File: config.mk
export PLATFORM = sky130hd
export DESIGN_NAME = tmr_recovery_sequencer
export DESIGN_NICKNAME = d
export VERILOG_FILES = /design/src/rtl/tmr_pkg.sv /design/src/rtl/tmr_recovery_sequencer.sv
export SDC_FILE = /design/constraint.sdc
export NUM_CORES = 1
export LEC_CHECK = 0
export ABC_AREA = 1
export CAP_MARGIN = 20
export CORE_UTILIZATION = 48
export DETAILED_ROUTE_END_ITERATION = 8
export GPL_ROUTABILITY_DRIVEN = 0
export GPL_TIMING_DRIVEN = 0
export HOLD_SLACK_MARGIN = 0.05
export MAX_ROUTING_LAYER = met4
export PLACE_DENSITY = 0.78
export SETUP_SLACK_MARGIN = 0.15
export SLEW_MARGIN = 0
export SYNTH_ARGS = -nofsm -noshare
export SYNTH_HDL_FRONTEND = slang
export SYNTH_SLANG_ARGS = --single-unit
File: constraint.sdc
create_clock -name clk -period 2.62 [get_ports clk]
set_input_delay 0.655 -clock clk [delete_from_list [all_inputs] [get_ports clk]]
set_output_delay 0.655 -clock clk [all_outputs]
set_load 0.005 [all_outputs]
File: src/rtl/tmr_pkg.sv
// Shared types and helpers for the TMR recovery sequencer.
// Holds the sequencer state encoding, core indices and fault-pattern helpers.
package tmr_pkg;

  typedef enum logic [2:0] {
    ST_NORMAL,
    ST_HOLD,
    ST_RESET,
    ST_REPLAY,
    ST_RESUME,
    ST_FATAL
  } tmr_state_e;

  localparam logic [1:0] CORE_A = 2'd0;
  localparam logic [1:0] CORE_B = 2'd1;
  localparam logic [1:0] CORE_C = 2'd2;

  localparam logic [2:0] VOTE_AGREE = 3'b000;

  localparam int TMR_TIMER_W = 16;

  // True when exactly one core disagrees with the majority.
  function automatic logic onehot3(input logic [2:0] vote);
    return (vote == 3'b001) || (vote == 3'b010) || (vote == 3'b100);
  endfunction

  function automatic logic [1:0] fault_index(input logic [2:0] vote);
    logic [1:0] idx;
    if (vote[0])      idx = CORE_A;
    else if (vote[1]) idx = CORE_B;
    else              idx = CORE_C;
    return idx;
  endfunction

endpackage

File: src/rtl/tmr_recovery_sequencer.sv
// Recovery sequencer for the TMR core: checkpoints the voted PC and walks a faulty
// core through hold, reset, checkpoint replay and resume, or latches FATAL.
//
// state     | meaning
// ----------+-----------------------------------------------------------
// NORMAL    | all cores running, checkpoint follows agreed PC
// HOLD      | all cores stalled before the faulty-core reset
// RESET     | all cores stalled, faulty core held in reset
// REPLAY    | cores run from checkpoint, stores go to recovery register
// RESUME    | one-cycle handback to memory, recovery counted
// FATAL     | unrecoverable, only rst_in leaves
module tmr_recovery_sequencer
  import tmr_pkg::*;
#(
  parameter int HOLD_CYCLES   = 2,
  parameter int RST_CYCLES    = 2,
  parameter int REPLAY_CYCLES = 4,
  parameter int MAX_RETRY     = 3,
  parameter int CNT_W         = 8
) (
  input  logic             clk,
  input  logic             rst_in,
  input  logic [2:0]       voter_state,
  input  logic [31:0]      pc_voted,
  output logic             core_hold,
  output logic [2:0]       core_rst_n,
  output logic             pc_override_en,
  output logic [31:0]      pc_override,
  output logic             recovery_mode,
  output logic             wr_sel,
  output logic             rd_sel,
  output logic [1:0]       faulty_core,
  output logic [CNT_W-1:0] fault_count,
  output logic             fatal,
  output logic             busy
);

  localparam int RETRY_W = (MAX_RETRY > 1) ? $clog2(MAX_RETRY) : 1;

  localparam logic [TMR_TIMER_W-1:0] HOLD_LD   = TMR_TIMER_W'(HOLD_CYCLES - 1);
  localparam logic [TMR_TIMER_W-1:0] RST_LD    = TMR_TIMER_W'(RST_CYCLES - 1);
  localparam logic [TMR_TIMER_W-1:0] REPLAY_LD = TMR_TIMER_W'(REPLAY_CYCLES - 1);
  localparam logic [RETRY_W-1:0]     RETRY_LAST = RETRY_W'(MAX_RETRY - 1);

  tmr_state_e               state, state_nxt;
  logic [TMR_TIMER_W-1:0]   cnt, cnt_nxt;
  logic [RETRY_W-1:0]       retry, retry_nxt;
  logic [1:0]               fcore, fcore_nxt;
  logic [31:0]              ckpt_pc, ckpt_nxt;
  logic [CNT_W-1:0]         fcount, fcount_nxt;

  always_ff @(posedge clk or negedge rst_in) begin
    if (!rst_in) begin
      state   <= ST_NORMAL;
      cnt     <= '0;
      retry   <= '0;
      fcore   <= CORE_A;
      ckpt_pc <= '0;
      fcount  <= '0;
    end else begin
      state   <= state_nxt;
      cnt     <= cnt_nxt;
      retry   <= retry_nxt;
      fcore   <= fcore_nxt;
      ckpt_pc <= ckpt_nxt;
      fcount  <= fcount_nxt;
    end
  end

  // Every transition reloads cnt; within a timed state it counts down to zero.
  always_comb begin
    state_nxt  = state;
    cnt_nxt    = (cnt != '0) ? cnt - TMR_TIMER_W'(1) : cnt;
    retry_nxt  = retry;
    fcore_nxt  = fcore;
    ckpt_nxt   = ckpt_pc;
    fcount_nxt = fcount;
    case (state)
      ST_NORMAL: begin
        if (voter_state == VOTE_AGREE) begin
          ckpt_nxt = pc_voted;
        end else if (onehot3(voter_state)) begin
          fcore_nxt = fault_index(voter_state);
          retry_nxt = '0;
          state_nxt = ST_HOLD;
          cnt_nxt   = HOLD_LD;
        end else begin
          state_nxt = ST_FATAL;
          cnt_nxt   = '0;
        end
      end
      ST_HOLD: begin
        if (cnt == '0) begin
          state_nxt = ST_RESET;
          cnt_nxt   = RST_LD;
        end
      end
      ST_RESET: begin
        if (cnt == '0) begin
          state_nxt = ST_REPLAY;
          cnt_nxt   = REPLAY_LD;
        end
      end
      ST_REPLAY: begin
        if (voter_state != VOTE_AGREE) begin
          if (retry == RETRY_LAST) begin
            state_nxt = ST_FATAL;
            cnt_nxt   = '0;
          end else begin
            retry_nxt = retry + RETRY_W'(1);
            state_nxt = ST_HOLD;
            cnt_nxt   = HOLD_LD;
          end
        end else if (cnt == '0) begin
          state_nxt = ST_RESUME;
          cnt_nxt   = '0;
        end
      end
      ST_RESUME: begin
        state_nxt = ST_NORMAL;
        cnt_nxt   = '0;
        if (fcount != '1) fcount_nxt = fcount + CNT_W'(1);
      end
      ST_FATAL: begin
        state_nxt = ST_FATAL;
      end
      default: begin
        state_nxt = ST_FATAL;
        cnt_nxt   = '0;
      end
    endcase
  end

  always_comb begin
    core_hold      = 1'b0;
    core_rst_n     = 3'b111;
    pc_override_en = 1'b0;
    recovery_mode  = 1'b0;
    wr_sel         = 1'b0;
    rd_sel         = 1'b0;
    fatal          = 1'b0;
    busy           = (state != ST_NORMAL);
    case (state)
      ST_HOLD: begin
        core_hold     = 1'b1;
        recovery_mode = 1'b1;
      end
      ST_RESET: begin
        core_hold     = 1'b1;
        recovery_mode = 1'b1;
        core_rst_n    = ~(3'b001 << fcore);
      end
      ST_REPLAY: begin
        recovery_mode  = 1'b1;
        wr_sel         = 1'b1;
        rd_sel         = 1'b1;
        pc_override_en = (cnt == REPLAY_LD);
      end
      ST_RESUME: begin
        recovery_mode = 1'b1;
      end
      ST_FATAL: begin
        core_hold = 1'b1;
        fatal     = 1'b1;
      end
      default: begin
        core_hold = 1'b0;
      end
    endcase
  end

  assign pc_override = ckpt_pc;
  assign faulty_core = fcore;
  assign fault_count = fcount;

endmodule

==> impl_results.md <==
- Total power divided by cell area: 1210 nW/um^2
- Total stage count of the critical path: 6
- N_diodes: 0
- DRC: 0
- Seq/Total Area, Yosys: 49.3%
- Worst setup SP type: flop
- Synth Area in Simple Gates: 36.4%
- Total track usage: 23.2%
- Initial antenna violation count: 0
- Layout Skew: 0.00794 ns
- Synth Area in Compound Gates: 3.44%
- Slowest stage cell, crit path: clkdlybuf4s50_1
- Synth Area in XOR/XNOR: 1.64%
- Tmin final: 2.44 ns
- Layout area overhead: 39.6%
- IO Pins: approximately 90
- CTS tree: yes
- Pre-CTS WS: 0.266 ns
- Fin. Hold Viols: 0
- Flops & latches, synth: 63
- Reg2reg path depth: 11
- Post-synth cell types: 30
- Max Clock Freq: 411 MHz
- Critical Path End Type: output pin
- Iteration-0 DRC Markers: ~200
- Post-Syn Area: 3200 sq um
- Clk root buf: clkbuf_8
- Antenna Violating Nets Remaining: 0
- Fin worst setup slack: ~0.18 ns
- DPL Wire Length: about 5300 um
- CP cell instances: nor2_2 -> nand2_2 -> nand2_2 -> inv_1 -> nand2_1 -> clkdlybuf4s50_1
- CP arrival: about 1.8 ns
- Placement row count: 29
- Most frequent cell after synthesis: nand2_1
- Slew @ Worst Pin: 0.784 ns
- Final instance area: 4460 sq um
- Post-layout nets: 554
- Synth Area per Inst: 7.86 sq um
- Slew Limit Headroom: between 40% and 50%
- CTS clk-pin slew, worst paths: 0.08 ns
- Clock Latency Late Sink: approximately 0.35 ns
- Ys flop type: dfrtp_1
- Bufs on Longest Clock Path: 2
- Dpl cells: 572
- FF-to-FF End: cnt[0]
- Area of the core: roughly 6400 sq um
- Main combinational cell family by area after synthesis: simple AND/OR/NAND/NOR gates
- FF-to-FF setup slack: 0.57 ns
- I/O Buffers: 88
- First-pass detailed-route iteration total: 4
- DR vias: 2914
- Critical R2R Launch: cnt[0]
- EDFF count, synth: 0
- Max cap viols: 0
- CP max stage delay: about 0.50 ns
- Largest net degree at the start of global routing: 64
- RSZ-0062 raised after global routing: true
- Layout cells sized above 1: 13.4%
- Vias in the first global route: 2796
- Num CTS Buffers: 9
- GRT Residual Overflow: 0
- Setup Crit Path Kind: flop to output pin
- Synth Area in Adders: 2.74%
- Clock sink count: 63
- Hold Path Class: input port to async pin
- Most frequent CP cell: nand2_2
- Routed wire per std cell: 12.8 um
- Final non-filler cell total: 592
- Area after DPL: 4170 sq um
- Top delay family on crit path: buffers and inverters
- Die Width: about 84 um
- Initial Util: 50.1%
- Top cells by area, synth: dfrtp_1 49%, nand2_1 19%, nand3_1 5.5%, inv_1 4.1%, nor2_1 3.3%
- Leak Pwr: 2.22 nW
- # hold bufs at CTS: 0
- Final worst-path cycle share: 92.9%
- Via density: 4.92
- Worst path buffer plus inverter count: 2
- Htree depth: 3
- Max Slew Vio Count: 0
- Async set or reset register ratio after synthesis: 100%
- First-pass GRT wire length: 12700 um
- Final setup viols: 0
- Synth Net Count: 451
- Die height: between 80 and 90 um
- Mux share of post-synthesis cell area: 0%
- Post-synth top area share: 49.3%
- Status: finished clean
- Required time of the worst setup path: about 2.0 ns
- Die ar.: 6990 sq um
- Drt total wl: about 7600 um
- Post-synthesis instance total: 407
- Maximum fanout along the worst path: 4
- Ys Warns: 0
- Leading area contributor after synthesis: dfrtp_1
- Peak supply drop: approximately 0.67 mV
- Top cells by count, synth: 158 x nand2_1, 63 x dfrtp_1, 35 x inv_1, 35 x nand3_1, 28 x nor2_1
-- how the worst max path moves through the flow --
stage / start / to / slack, ns
2_1_floorplan: cnt[0] / cnt[0] / 0.76
3_3_place_gp: rst_in / pc_override[10] / -1.19
3_5_place_dp: state[0] / pc_override_en / 0.27
4_1_cts: state[2] / core_hold / 0.16
5_1_grt: state[2] / core_hold / 0.14
6_report: state[2] / core_hold / 0.18
-- registers in the layout, summed over array words and instances (netlist names) --
name         cells
cnt             16
faulty_core      2
pc_override     32
retry            2
state            3
fault_count      8
-- per-layer routing --
| layer | part of all wire [%] | vias to the layer above | global-route usage, % | wire, um |
|---|---|---|---|---|
| li1 | - | 1475 | - | - |
| met1 | 44 | 1343 | 28.6 | 3320 |
| met2 | 49 | 91 | 36.8 | 3710 |
| met3 | 6.6 | 5 | 5.24 | 499 |
| met4 | 0.62 | 0 | 9.71 | 47 |
| met5 | 0 | - | - | 0 |
-- layout by cell type, fill, tap and decap left out, types with 2 or more instances in the layout --
cell type          n
o21ai_0           11
nand4_1            4
xnor2_1            2
clkbuf_8          10
nand2_2            9
xor2_1             4
buf_2              4
inv_2              2
or2_2              4
nor2_1            27
a21oi_1            5
buf_4              7
clkdlybuf4s50_1   86
nor2_4             4
bufinv_16          2
clkinvlp_4         2
nand2_1          156
nand3_1           35
ha_1               7
clkbuf_1           3
nor3_1             4
inv_1             34
dfrtp_1           62
nor2_2            16
-- cell type report --
| cell class | instances | area, sq um |
|---|---|---|
| Clock buffer | 10 | 138 |
| Fill cell | 543 | 1920 |
| Clock inverter | 6 | 92.6 |
| Inverter | 37 | 141 |
| Timing Repair Buffer | 92 | 907 |
| Multi-Input combinational cell | 297 | 1440 |
| Sequential cell | 63 | 1580 |
| Buffer | 10 | 66.3 |
| Tap cell | 77 | 96.3 |
-- what timing repair did --
item | 4_1_cts | 5_1_grt
pin swaps | 2 | 1
setup endpoints to repair | 4 | 6
endpoints found under the hold margin | 0 | 0
resized for setup | 7 | 3
buffers inserted | 3 | 1
-- stage by stage --
step / hold slack (ns) / setup TNS [ns] / power (mW) / util (%)
after global routing: 0.453 / 0 / 5.81 / 69.9
after floorplan: 0.359 / 0 / 3.20 / -
after CTS: 0.414 / 0 / 5.36 / 69.6
after detailed placement: 0.459 / 0 / 4.29 / 65.3
final: 0.376 / 0 / 5.39 / 69.9
after global placement: 0.453 / -74.67 / 4.22 / 65.4
-- where the power goes --
part	internal (mW)	total, mW	leakage (nW)	switching (mW)
Combinational	1.32	2.76	1.30	1.44
Sequential	1.37	1.65	0.811	0.283
Clock	0.566	0.986	0.109	0.420
Total	3.25	5.39	2.22	2.14
-- cell families after synthesis --
kind of cell             count (synthesis)
AND/OR/NAND/NOR                        264
flip-flops                              63
buffers and inverters                   47
AO/OA/AOI/OAI                           20
adder cells (fa/ha/maj)                  7
XOR/XNOR                                 6
Note: power is estimated with default switching activity, not from simulation.
==> RTL change 1 (same flow settings) <==
The parameter `CNT_W` goes from 8 to 6.
--- a/src/rtl/tmr_recovery_sequencer.sv
+++ b/src/rtl/tmr_recovery_sequencer.sv
@@ -17,5 +17,5 @@
   parameter int REPLAY_CYCLES = 4,
   parameter int MAX_RETRY     = 3,
-  parameter int CNT_W         = 8
+  parameter int CNT_W         = 6
 ) (
   input  logic             clk,
Interface: changed (resized fault_count); port bits go from 89 to 87. No check against the original RTL was run, so the function may have changed too.
==> RTL change 1 against the unedited design <==
Area after synthesis decreased by 0.43%. Global-route usage rose by 0.14 points. First-iteration DRC count fell by 16%. Critical endpoint is now recovery_mode. Sequential cell count fell by 2. Register-to-register slack better by 0.12 ns. Wire length fell by 5.3%. Sequential share of layout area shrank 0.94 points. Count of clock-buffer cells in the layout unchanged. Worst setup slack better by 0.041 ns. Power fell by 4.1%. Cell area shrank 0.45%. Largest power group unchanged. Sequential power decreased by 4%. Critical path depth did not move.
==> RTL change 1: results (changes against the unedited design) <==
stage;metric;value;unit;change
global_route;first-pass GRT wire length;12400;um;-2.1%
synth;largest cells by area after synthesis;dfrtp_1, nand2_1, nand3_1, nor2_4, inv_1;;
cells_and_area;Final nets;544;;-1.8%
run_status;status;complete, no violations;;
placement;Post-DP HPWL;5210;um;-0.77%
placement;Cells after DPL;561;;-1.9%
synth;most instantiated cells after synthesis;nand2_1, dfrtp_1, nand3_1, inv_1, nor2_1;;
critical_path;Crit Reg-Reg Startpoint;cnt[10]$_DFF_PN0_;;
global_route;gr usage total;23.3;%;+0.14 points
synth;Adder-Cell Fraction of Synth Area;2.75;%;+0.012 points
cells_and_area;Area growth syn-to-layout;39.5;%;about the same
cells_and_area;Non-clock buffer share;22.1;%;+0.24 points
placement;Cell Area, Placed;4160;um2;-0.39%
synth;Mapped Nets;441;;-2.2%
synth;register area share after synthesis;47.9;%;-1.4 points
placement;port bufs;86;;-2.3%
cells_and_area;Final Cell Area;4440;um2;-0.45%
cells_and_area;clock-cell share of area;4.67;%;-0.48 points
synth;Synth Area in XOR/XNOR;1.10;%;-0.54 points
critical_path;reg-to-reg slack, setup;0.69;ns;+0.12 ns
power_and_ir_drop;leakage;2.24;nW;+0.87%
cells_and_area;multi-input combinational area share;33.8;%;+1.5 points
placement;Setup WS pre-CTS;0.262;ns;-0.00448 ns
cells_and_area;multi-input gates;292;;-1.7%
global_route;vias in the first global route;2812;;+0.57%
cells_and_area;sequential share of cell area;34.4;%;-0.94 points
global_route;largest net degree at the start of global routing;40;;-38%
route;Avg WL per Cell;12.3;um;-3.7%
critical_path;WP data arrival;1.74;ns;-0.04 ns
critical_path;CP endpoint;recovery_mode;;
cells_and_area;share of cells above drive strength 1;15.6;%;+2.2 points
synth;complex-gate fraction of the synthesized area;3.30;%;-0.14 points
RTL change 1: changes by cell type after synthesis, sizes merged, moves of 2 or more:
| cell | unedited run | this run |
|---|---|---|
| buf | 7 | 10 |
| nand4 | 4 | 2 |
| inv | 37 | 34 |
| o21ai | 11 | 9 |
| xnor2 | 2 | 0 |
| dfrtp | 63 | 61 |
| clkbuf | 3 | 0 |
| nand2 | 165 | 167 |
RTL change 1: timing repair:
| action | CTS | global route |
|---|---|---|
| gates resized for setup | 11 | 3 |
| pin swaps | 1 | 1 |
| setup endpoints to repair | 4 | 4 |
| buffers inserted | 3 | 2 |
RTL change 1: report_power, final:
group	internal [mW]	switching, mW	total [mW]
Sequential	1.31	0.282	1.59
Clock	0.474	0.402	0.876
Combinational	1.31	1.39	2.70
RTL change 1: metal layers:
metal,wire length [um],global-route usage (%),up-vias
li1,-,-,1446
met1,3180,27.9,1281
met2,3370,36.7,78
met3,476,6.43,13
met4,151,10.8,0
met5,0,-,-
RTL change 1: worst min-delay path by stage:
stage / slack, ns / end / startpoint / depth (start not counted)
final: 0.30 / faulty_core[0]$_DFFE_PN0P_ / rst_in / 1
after global routing: 0.32 / cnt[10]$_DFF_PN0_ / rst_in / 1
after CTS: 0.30 / cnt[10]$_DFF_PN0_ / rst_in / 1
after detailed placement: 0.46 / pc_override[9]$_DFFE_PN0P_ / pc_override[9]$_DFFE_PN0P_ / 2
after global placement: 0.45 / pc_override[11]$_DFFE_PN0P_ / pc_override[11]$_DFFE_PN0P_ / 2
after floorplan: 0.36 / cnt[0]$_DFF_PN0_ / rst_in / 0
==> RTL change 2 (same settings) <==
Made on the original files. Put one more register stage on the output `pc_override`. The value now appears one clock later. The other outputs are not delayed to match.
--- a/src/rtl/tmr_recovery_sequencer.sv
+++ b/src/rtl/tmr_recovery_sequencer.sv
@@ -170,5 +170,7 @@
   end
 
-  assign pc_override = ckpt_pc;
+  always_ff @(posedge clk) begin
+    pc_override <= ckpt_pc;
+  end
   assign faulty_core = fcore;
   assign fault_count = fcount;
Function: changed (Yosys sat finds a counterexample within 4 cycles, from zero or initial values and one cycle with rst_in low).
==> RTL change 2 against the unedited design <==
Global-route usage shrank 2.7 points. Worst setup slack gained 0.0086 ns. Combinational power grew 7%. Power grew 16%. Critical path depth grew 1. Sequential cell count grew 32. Synthesized cell count grew 8.1%. Worst hold slack lost 0.0033 ns. Maximum frequency grew 0.35%. Wire length grew 8.1%. Clock skew grew 0.00071 ns. Cell area grew 18%. Area after synthesis grew 24%. Highest routed layer unchanged.
==> RTL change 2: results (changes against the unedited design) <==
stage;metric;value;unit;change
run_status;status;complete, no violations;;
min_path;Worst Min Path Start;ckpt_pc[8]$_DFFE_PN0P_;;
power_and_ir_drop;internal power;3.91;mW;+20%
synth;most instantiated cells after synthesis;nand2_1, dfrtp_1, inv_1, dfxtp_1, nand3_1;;
synth;largest cells by area after synthesis;dfrtp_1, dfxtp_1, nand2_1, nor2_4, nand3_1;;
cells_and_area;Fill cells;635;;+17%
power_and_ir_drop;leakage;2.51;nW;+13%
cells_and_area;clock buffer count;11;;+1
synth;Adder-Cell Fraction of Synth Area;2.21;%;-0.53 points
global_route;gr usage total;20.5;%;-2.7 points
sta;final hold slack;0.373;ns;-0.00331 ns
critical_path;Crit Reg-Reg Startpoint;cnt[0]$_DFF_PN0_;;
sta;Clock Skews;0.00864;ns;+0.000707 ns
route;vias after detailed routing;3140;;+7.8%
floorplan;Die ar.;8630;um2;+23%
critical_path;critical path peak fanout;3;;-1
cells_and_area;Final nets;591;;+6.7%
clocking;postcts setup bufs;5;;+2
synth;library cells used by synthesis;38;;+27%
power_and_ir_drop;Peak supply drop;0.640;mV;-4.0%
power_and_ir_drop;Comb pwr share;46.9;%;-4.2 points
critical_path;crit path from;state[0]$_DFFE_PN0P_;;
cells_and_area;clock-cell share of area;3.63;%;-1.5 points
placement;Cell Area, Placed;4970;um2;+19%
critical_path;reg-to-reg slack, setup;0.73;ns;+0.16 ns
placement;Post-DP HPWL;5720;um;+8.8%
cells_and_area;multi-input gates;298;;+0.34%
clocking;post_cts resized;9;;+2
synth;Mapped Nets;484;;+7.3%
sta;Final min period;2.43;ns;-0.00856 ns
cells_and_area;multi-input combinational area share;29.9;%;-2.5 points
cells_and_area;share of cells above drive strength 1;14.5;%;+1.1 points
cells_and_area;Top Registers;ckpt_pc x32, pc_override x32, cnt x16;;
global_route;first-pass GRT wire length;13400;um;+5.7%
synth;register area share after synthesis;55.9;%;+6.6 points
synth;Synth Area in XOR/XNOR;1.33;%;-0.32 points
placement;Setup WS pre-CTS;0.136;ns;-0.130 ns
synth;complex-gate fraction of the synthesized area;3.60;%;+0.16 points
route;drt initial violations;122;;-39%
clocking;clk sink count;95;;+51%
cells_and_area;FF+latch area;2220;um2;+41%
power_and_ir_drop;sequential cell power;2.41;mW;+46%
cells_and_area;final design utilization;67.1;%;-2.7 points
route;Avg WL per Cell;12.5;um;-2.2%
sta;slew of the pin with the lowest slew margin;0.802;ns;+0.0185 ns
critical_path;worst r2r path cells;10;;-1
cells_and_area;Non-clock buffer share;19.2;%;-2.6 points
cells_and_area;bufs w/o clock;106;;+3.9%
synth;ys async rst share;66.3;%;-34 points
global_route;vias in the first global route;2949;;+5.5%
RTL change 2: cell types whose count changed after synthesis, sizes merged, moves of 3 or more:
cell / delta
dfxtp: +32
o21ai: +5
nand3: -4
a21oi: -3
nand2: +3
nand4: +3
nor3: -3
RTL change 2: stage by stage:
stage | total power [mW] | std cells
floorplan | 4.07 | 440
global placement | 5.12 | 630
detailed placement | 5.21 | 630
CTS | 6.22 | 651
global route | 6.72 | 654
finish | 6.26 | 654
RTL change 2: metal layers:
| layer | up-vias | wire, um | GRT usage [%] |
|---|---|---|---|
| li1 | 1590 | - | - |
| met1 | 1461 | 3610 | 24.5 |
| met2 | 71 | 3970 | 33.0 |
| met3 | 18 | 431 | 6.73 |
| met4 | 0 | 162 | 6.28 |
| met5 | - | 0 | - |
RTL change 2: critical path, cell delays in order (launching register included):
cell,delay [ns]
dfrtp_2,0.41
inv_2,0.07
nor2_4,0.13
nand2_1,0.09
nand2_2,0.10
inv_1,0.06
nand2_1,0.06
clkdlybuf4s50_1,0.49
